===== config.mk =====
export PLATFORM = sky130hd
export DESIGN_NAME = imem_dump_reader
export DESIGN_NICKNAME = d
export VERILOG_FILES = /design/src/rtl/imem_dump_reader.sv
export SDC_FILE = /design/constraint.sdc
export NUM_CORES = 1
export LEC_CHECK = 0
export ABC_AREA = 1
export CORE_ASPECT_RATIO = 1.1
export CORE_UTILIZATION = 53
export CTS_BUF_LIST = sky130_fd_sc_hd__clkbuf_4
export CTS_CLUSTER_DIAMETER = 100
export CTS_CLUSTER_SIZE = 24
export DETAILED_ROUTE_END_ITERATION = 10
export GPL_ROUTABILITY_DRIVEN = 0
export PLACE_DENSITY_LB_ADDON = 0.12
export REMOVE_ABC_BUFFERS = 1
export SYNTH_ARGS = -nofsm -noshare
export SYNTH_HDL_FRONTEND = slang
export SYNTH_SLANG_ARGS = --single-unit
export TNS_END_PERCENT = 30

===== constraint.sdc =====
create_clock -name clock -period 5.95 [get_ports clock]
set_clock_uncertainty 0.2 [all_clocks]
set_input_delay 1.19 -clock clock [delete_from_list [all_inputs] [get_ports clock]]
set_output_delay 1.19 -clock clock [all_outputs]
set_load 0.1 [all_outputs]

===== src/rtl/imem_dump_reader.sv =====
// imem_dump_reader
//   Read-side engine for the IF instruction memory. Walks the inclusive word
//   range start_addr..end_addr (wrapping modulo 2^ADDR_W) over the memory's
//   synchronous read port and streams each word out on a valid/ready port.
//
// Ports
//   clock, reset          rising-edge clock, asynchronous active-low reset
//   start, abort          begin a dump (IDLE only) / cancel and flush a dump
//   start_addr, end_addr  inclusive range, sampled when start is accepted
//   busy, done            dump in progress / 1-cycle completion pulse
//   mem_rd_en/addr/data   synchronous read port (data valid 1 cycle after en)
//   out_valid/ready       output handshake
//   out_data/addr/last    word, its address, and end-of-range flag
module imem_dump_reader #(
    parameter int ADDR_W = 10,
    parameter int DATA_W = 32
) (
    input  logic              clock,
    input  logic              reset,
    input  logic              start,
    input  logic              abort,
    input  logic [ADDR_W-1:0] start_addr,
    input  logic [ADDR_W-1:0] end_addr,
    output logic              busy,
    output logic              done,
    output logic              mem_rd_en,
    output logic [ADDR_W-1:0] mem_rd_addr,
    input  logic [DATA_W-1:0] mem_rd_data,
    output logic              out_valid,
    input  logic              out_ready,
    output logic [DATA_W-1:0] out_data,
    output logic [ADDR_W-1:0] out_addr,
    output logic              out_last
);

    typedef enum logic [1:0] {
        S_IDLE,
        S_READ,
        S_DRAIN,
        S_DONE
    } state_t;

    state_t state, state_nxt;

    logic [ADDR_W-1:0] rd_addr;
    logic [ADDR_W:0]   reads_left;
    logic              infl_vld;
    logic              infl_last;
    logic [ADDR_W-1:0] infl_addr;

    logic [DATA_W-1:0] buf_data [2];
    logic [ADDR_W-1:0] buf_addr [2];
    logic              buf_last [2];
    logic              wr_ptr;
    logic              rd_ptr;
    logic [1:0]        count;

    logic              accept_start;
    logic              flush;
    logic              pop;
    logic              issue;
    logic              last_issue;
    logic [1:0]        committed;

    assign accept_start = (state == S_IDLE) && start && !abort;
    assign flush        = abort && ((state == S_READ) || (state == S_DRAIN));
    assign pop          = out_valid && out_ready;

    // Words still owned by the block after this cycle's handshake. Counting
    // the pop here lets a new read go out in the same cycle a word leaves,
    // which is what sustains one word per cycle with out_ready held high.
    assign committed  = count + {1'b0, infl_vld} - {1'b0, pop};
    assign issue      = (state == S_READ) && !abort && (reads_left != '0) && (committed < 2'd2);
    assign last_issue = issue && (reads_left == (ADDR_W+1)'(1));

    assign busy        = (state == S_READ) || (state == S_DRAIN);
    assign done        = (state == S_DONE);
    assign mem_rd_en   = issue;
    assign mem_rd_addr = rd_addr;
    assign out_valid   = (count != 2'd0);
    assign out_data    = buf_data[rd_ptr];
    assign out_addr    = buf_addr[rd_ptr];
    assign out_last    = buf_last[rd_ptr];

    always_ff @(posedge clock or negedge reset) begin
        if (!reset) begin
            state <= S_IDLE;
        end else begin
            state <= state_nxt;
        end
    end

    always_comb begin
        state_nxt = state;
        case (state)
            S_IDLE: begin
                if (accept_start) state_nxt = S_READ;
            end
            S_READ: begin
                if (abort)           state_nxt = S_IDLE;
                else if (last_issue) state_nxt = S_DRAIN;
            end
            S_DRAIN: begin
                // Leave on the cycle the final word is handed over.
                if (abort)
                    state_nxt = S_IDLE;
                else if (!infl_vld && ((count == 2'd0) || ((count == 2'd1) && pop)))
                    state_nxt = S_DONE;
            end
            S_DONE: begin
                state_nxt = S_IDLE;
            end
            default: begin
                state_nxt = S_IDLE;
            end
        endcase
    end

    always_ff @(posedge clock or negedge reset) begin
        if (!reset) begin
            rd_addr     <= '0;
            reads_left  <= '0;
            infl_vld    <= 1'b0;
            infl_last   <= 1'b0;
            infl_addr   <= '0;
            wr_ptr      <= 1'b0;
            rd_ptr      <= 1'b0;
            count       <= '0;
            buf_data[0] <= '0;
            buf_data[1] <= '0;
            buf_addr[0] <= '0;
            buf_addr[1] <= '0;
            buf_last[0] <= 1'b0;
            buf_last[1] <= 1'b0;
        end else if (flush) begin
            // Drop buffered words and any read still in flight.
            reads_left <= '0;
            infl_vld   <= 1'b0;
            wr_ptr     <= 1'b0;
            rd_ptr     <= 1'b0;
            count      <= '0;
        end else begin
            if (accept_start) begin
                rd_addr    <= start_addr;
                // Modular difference gives the wrapped length minus one.
                reads_left <= {1'b0, end_addr - start_addr} + (ADDR_W+1)'(1);
            end else if (issue) begin
                rd_addr    <= rd_addr + ADDR_W'(1);
                reads_left <= reads_left - (ADDR_W+1)'(1);
            end

            infl_vld <= issue;
            if (issue) begin
                infl_addr <= rd_addr;
                infl_last <= last_issue;
            end

            if (infl_vld) begin
                buf_data[wr_ptr] <= mem_rd_data;
                buf_addr[wr_ptr] <= infl_addr;
                buf_last[wr_ptr] <= infl_last;
                wr_ptr           <= ~wr_ptr;
            end

            if (pop) rd_ptr <= ~rd_ptr;

            count <= count + {1'b0, infl_vld} - {1'b0, pop};
        end
    end

endmodule


# Word-level counts from Yosys, hierarchy flattened

Cells that the tools add are included.

Flip-flop bits (word level): 125
Bits of input ports: 57
Output and inout bits: 57
Logic and storage cells: 100

Add/sub/neg operators: 6
Magnitude comparators: 4
Equality and inequality tests: 8
Multiplexer cells: 35
Bitwise gates (word level): 5
Reduce and logical (&&, ||, !) cells: 27

Operators with widths:

| cell                                                                 | count |
|---|---|
| 32-bit 2-to-1 mux                                                    | 4 |
| 64-bit bitwise mux                                                   | 1 |
| 10-bit 2-to-1 mux                                                    | 6 |
| 11-bit 2-to-1 mux                                                    | 3 |
| 32-bit demux with 1-bit select                                       | 1 |
| 20-bit bitwise mux                                                   | 1 |
| 2-bit 2-to-1 mux                                                     | 6 |
| 10-bit by 1-bit adder with 11-bit output, second input constant      | 1 |
| 11-bit by 1-bit == test with 1-bit output, second input constant     | 1 |
| 1-bit logical AND                                                    | 11 |
| 11-bit nonzero test                                                  | 1 |
| 11-bit by 1-bit subtractor with 11-bit output, second input constant | 1 |
| 10-bit by 1-bit adder with 10-bit output, second input constant      | 1 |
| 10-bit demux with 1-bit select                                       | 1 |
| 10-bit subtractor                                                    | 1 |
| 1-bit 2-to-1 mux                                                     | 9 |
| 2-bit one-hot mux with 4 select lines                                | 1 |
| 2-bit nonzero test                                                   | 4 |
| 2-bit AND reduction                                                  | 3 |
| 2-bit by 1-bit == test with 1-bit output, second input constant      | 2 |
| 2-bit == test, second input constant                                 | 2 |
| 2-bit greater-or-equal comparator, second input constant             | 2 |
| 2-bit logical NOT                                                    | 2 |
| 1-bit inverter with 2-bit output                                     | 2 |
| 14 further kinds                                                     | 18 |

# Depth between registers and ports, before layout

Word-level depth: 9
Depth in mapped cells: 16
Depth with buffers taken out: 16

# Least setup slack after synthesis

No wires, ideal clock.

Kind: input to output
From: in out_ready
To: out mem_rd_en
Data arrival time: 2.671 ns
Required time: 4.560 ns
Path slack: 1.889 ns
Stages on the path: 9
Buffers on the path: 0
Path through: nand2_1 inv_1 ha_1 inv_1 ha_1 xnor2_2 xor2_2 nand3_4 inv_4

Word-level cells in the longest chain between the ends: 4

Ends and longest elaborated chain:

| item                                        | RTL line | RTL |
|---|---|---|
| start, declared                             | 30       | `input logic out_ready,` |
| 1-bit logical AND                           | 67       | `assign pop = out_valid && out_ready;` |
| 2-bit by 1-bit subtractor with 2-bit output | 72       | `assign committed = count + {1'b0, infl_vld} - {1'b0, pop};` |
| 2-bit less-than comparator                  | 73       | `assign issue = (state == S_READ) && !abort && (reads_left != '0) && (committed < 2'd2);` |
| 1-bit logical AND                           | 73       |  |
| end, declared                               | 26       | `output logic mem_rd_en,` |

Every way passes these cells.

# Worst setup path after layout

Same ends and word-level chain as after synthesis.

==> flow_summary.toml <==
[run_status]
status = "complete, no violations"

[logic_synthesis]
yosysMostFrequentCell = "nand2_1"
synth_area_leaders = "dfrtp_1, nand2_1, o21ai_0, inv_1, ha_1"
synth_edf_count = 0
yosysSeqAreaShare_pct = 47.6
ys_types = 37
synth-async-reset-ratio_pct = 100
synth.avg_cell_area_um2 = 7.59
synth_seq_cells = 125
yosysTopAreaCell = "dfrtp_1"
synth_top_flop_cell = "dfrtp_1"
synth_commonest_cells = "nand2_1, dfrtp_1, inv_1"
yosysWarnings = 0
syn_inst = 866
netlist_area_um2 = 6570
yosys.area.top_type_share_pct = 47.6

[floorplanning]
dieArea_um2 = 12900
initial_core_util_pct = 54.4
rows = 42
boundaryPins = 114
die_y_um = 119
dieWidth_um = 108
core_um2 = 12100

[placement]
placed_area_um2 = 7810
placed_cells = 1106
hpwlAfterDp_mm = 9.91
port_buffers = 113

[grt]
grt-ovfl-total = 0
grt_start_max_net_pins = 87
first_global_vias = 5382
grt_antenna_before_repair = 1
track_usage_pct = 23.8
grt_pass1_wl_mm = 24.2

[timing]
setup_viol = 0
whs_ns = 0.292
finalCritPeriodShare_pct = 82.0
worst_pin_slew_ns = 1.02
grt_setup_unrepaired = "false"
post-route-min-period_ns = 4.88
max_freq_mhz = 205
timing.final.hold_violations = 0
max-slew-margin-rel_pct = 31.9
fin_tns_setup_ns = 0
slew_violations = 0

[worst_setup_path]
end_kind = "output pin"
start_kind = "input port"
crit_fanout = 28
cp.arrival_ns = 3.49
path_class = "input port to output pin"
critPathRequiredTime_ns = 4.56

[run]
max_cap_viol_count = 0

[clock_network]
clock_sinks = 125
numCtsBuffers = 17
clk_latency_ns = 0.50
clock_path_buffers = 2
htree_levels = 4
clock-root-buffer = "clkbuf_4"
cts_resized = 0
cts_tree = "built"
clk_pin_slew_worst_paths_ns = 0.09
cts_hold_buf = 0
cts_setup_buffers = 0

[finish]
final_nets = 1049
areaGrowthSynthToFinish_pct = 23.8
drive_above_1_share_pct = 5.90
fin_area_um2 = 8140
layout.cells.non_filler = 1138

[drt]
via_per_inst = 5.01
wirelength_mm = 14.2
vias = 5707
drc = 0
drt_iter0_markers = 262
drtPass1Iterations = 5
drtAntennaViolNets = 0
drt-wirelength-per-cell_um = 12.5

[hold_path]
hp-class = "flip-flop to flip-flop"
-- routing by layer --
layer,track usage (%),up-vias,routed length [µm]
met5,0,-,0
met4,8.90,0,292
met3,4.63,22,505
met2,39.5,132,6970
met1,30.7,2618,6430
li1,-,2935,-
-- kinds of logic after synthesis --
group                    share of synthesized area, %
AO/OA/AOI/OAI                                    12.5
XOR/XNOR                                         1.83
adder cells (fa/ha/maj)                          4.11
buffers and inverters                            9.04
flip-flops                                       47.6
AND/OR/NAND/NOR                                  24.9
-- stage by stage --
stage | utilization [%] | worst slack (ns)
after floorplan | - | 1.76
after global placement | 64.6 | 1.06
final | 67.3 | 1.07
after global routing | 67.3 | 0.867
after CTS | 67.3 | 1.04
after detailed placement | 64.6 | 1.06
-- final cells by class --
type	instances	area [µm²]
antenna	1	2.50
clock buffer	17	128
timing repair buffer	118	1160
clock inverter	14	200
multi-input combinational	585	2860
sequential	125	3130
fill	1103	3950
tap	154	193
inverter	124	468
-- cell usage in the layout, fill, tap and decap left out, types with 2 or more instances in the layout --
| master | count |
|---|---|
| o21ai_0 | 107 |
| nand2_2 | 3 |
| inv_2 | 2 |
| inv_1 | 121 |
| nand3b_1 | 2 |
| o21ai_1 | 5 |
| clkbuf_4 | 17 |
| ha_1 | 20 |
| o211ai_1 | 2 |
| buf_4 | 7 |
| o221ai_2 | 5 |
| nand4_1 | 4 |
| a31oi_1 | 2 |
| clkinvlp_4 | 2 |
| nor3_1 | 6 |
| nor2_2 | 5 |
| o22ai_1 | 2 |
| a21oi_1 | 11 |
| dfrtp_1 | 125 |
| clkinv_1 | 3 |
| nor2_1 | 35 |
| o21bai_1 | 2 |
| nand2_1 | 316 |
| o221ai_1 | 3 |
| clkdlybuf4s50_1 | 111 |
| nand3_1 | 32 |
| a211oi_1 | 3 |
| xor2_1 | 9 |
| clkinv_2 | 3 |
| bufinv_16 | 5 |
-- sequential cells by signal, summed over array words and instances (netlist names) --
name and cells:
infl_vld 1, wr_ptr 1, infl_last 1, reads_left 11, count 2, state 2
buf_addr 20, mem_rd_addr 10, rd_ptr 1, buf_last 2, buf_data 64, infl_addr 10
-- path summary, 6_finish.rpt --
| path | slack, ns | endpoint | cells after the start | from |
|---|---|---|---|---|
| setup reg to reg | 2.89 | mem_rd_addr[0] | 13 | count[1] |
| setup / recovery | 1.07 | mem_rd_en | 11 | out_ready |
| min in group asynchronous | 0.60 | buf_data[39] | 1 | reset |
| max in group asynchronous | 3.73 | buf_last[0] | 2 | reset |
| hold / removal | 0.29 | buf_addr[3] | 2 | buf_addr[3] |
| hold reg to reg | 0.29 | buf_addr[3] | 2 | buf_addr[3] |
-- worst max-delay path, cell delays in order --
cell             delay (ns)
clkdlybuf4s50_1        0.40
nand2_1                0.12
inv_1                  0.05
ha_1                   0.26
inv_1                  0.04
ha_1                   0.19
xnor2_2                0.17
xor2_2                 0.24
nand3_4                0.32
inv_4                  0.20
buf_4                  0.31
Power is not shown: default switching activity piles up to over one toggle a cycle in this logic, so the estimate is an artifact.
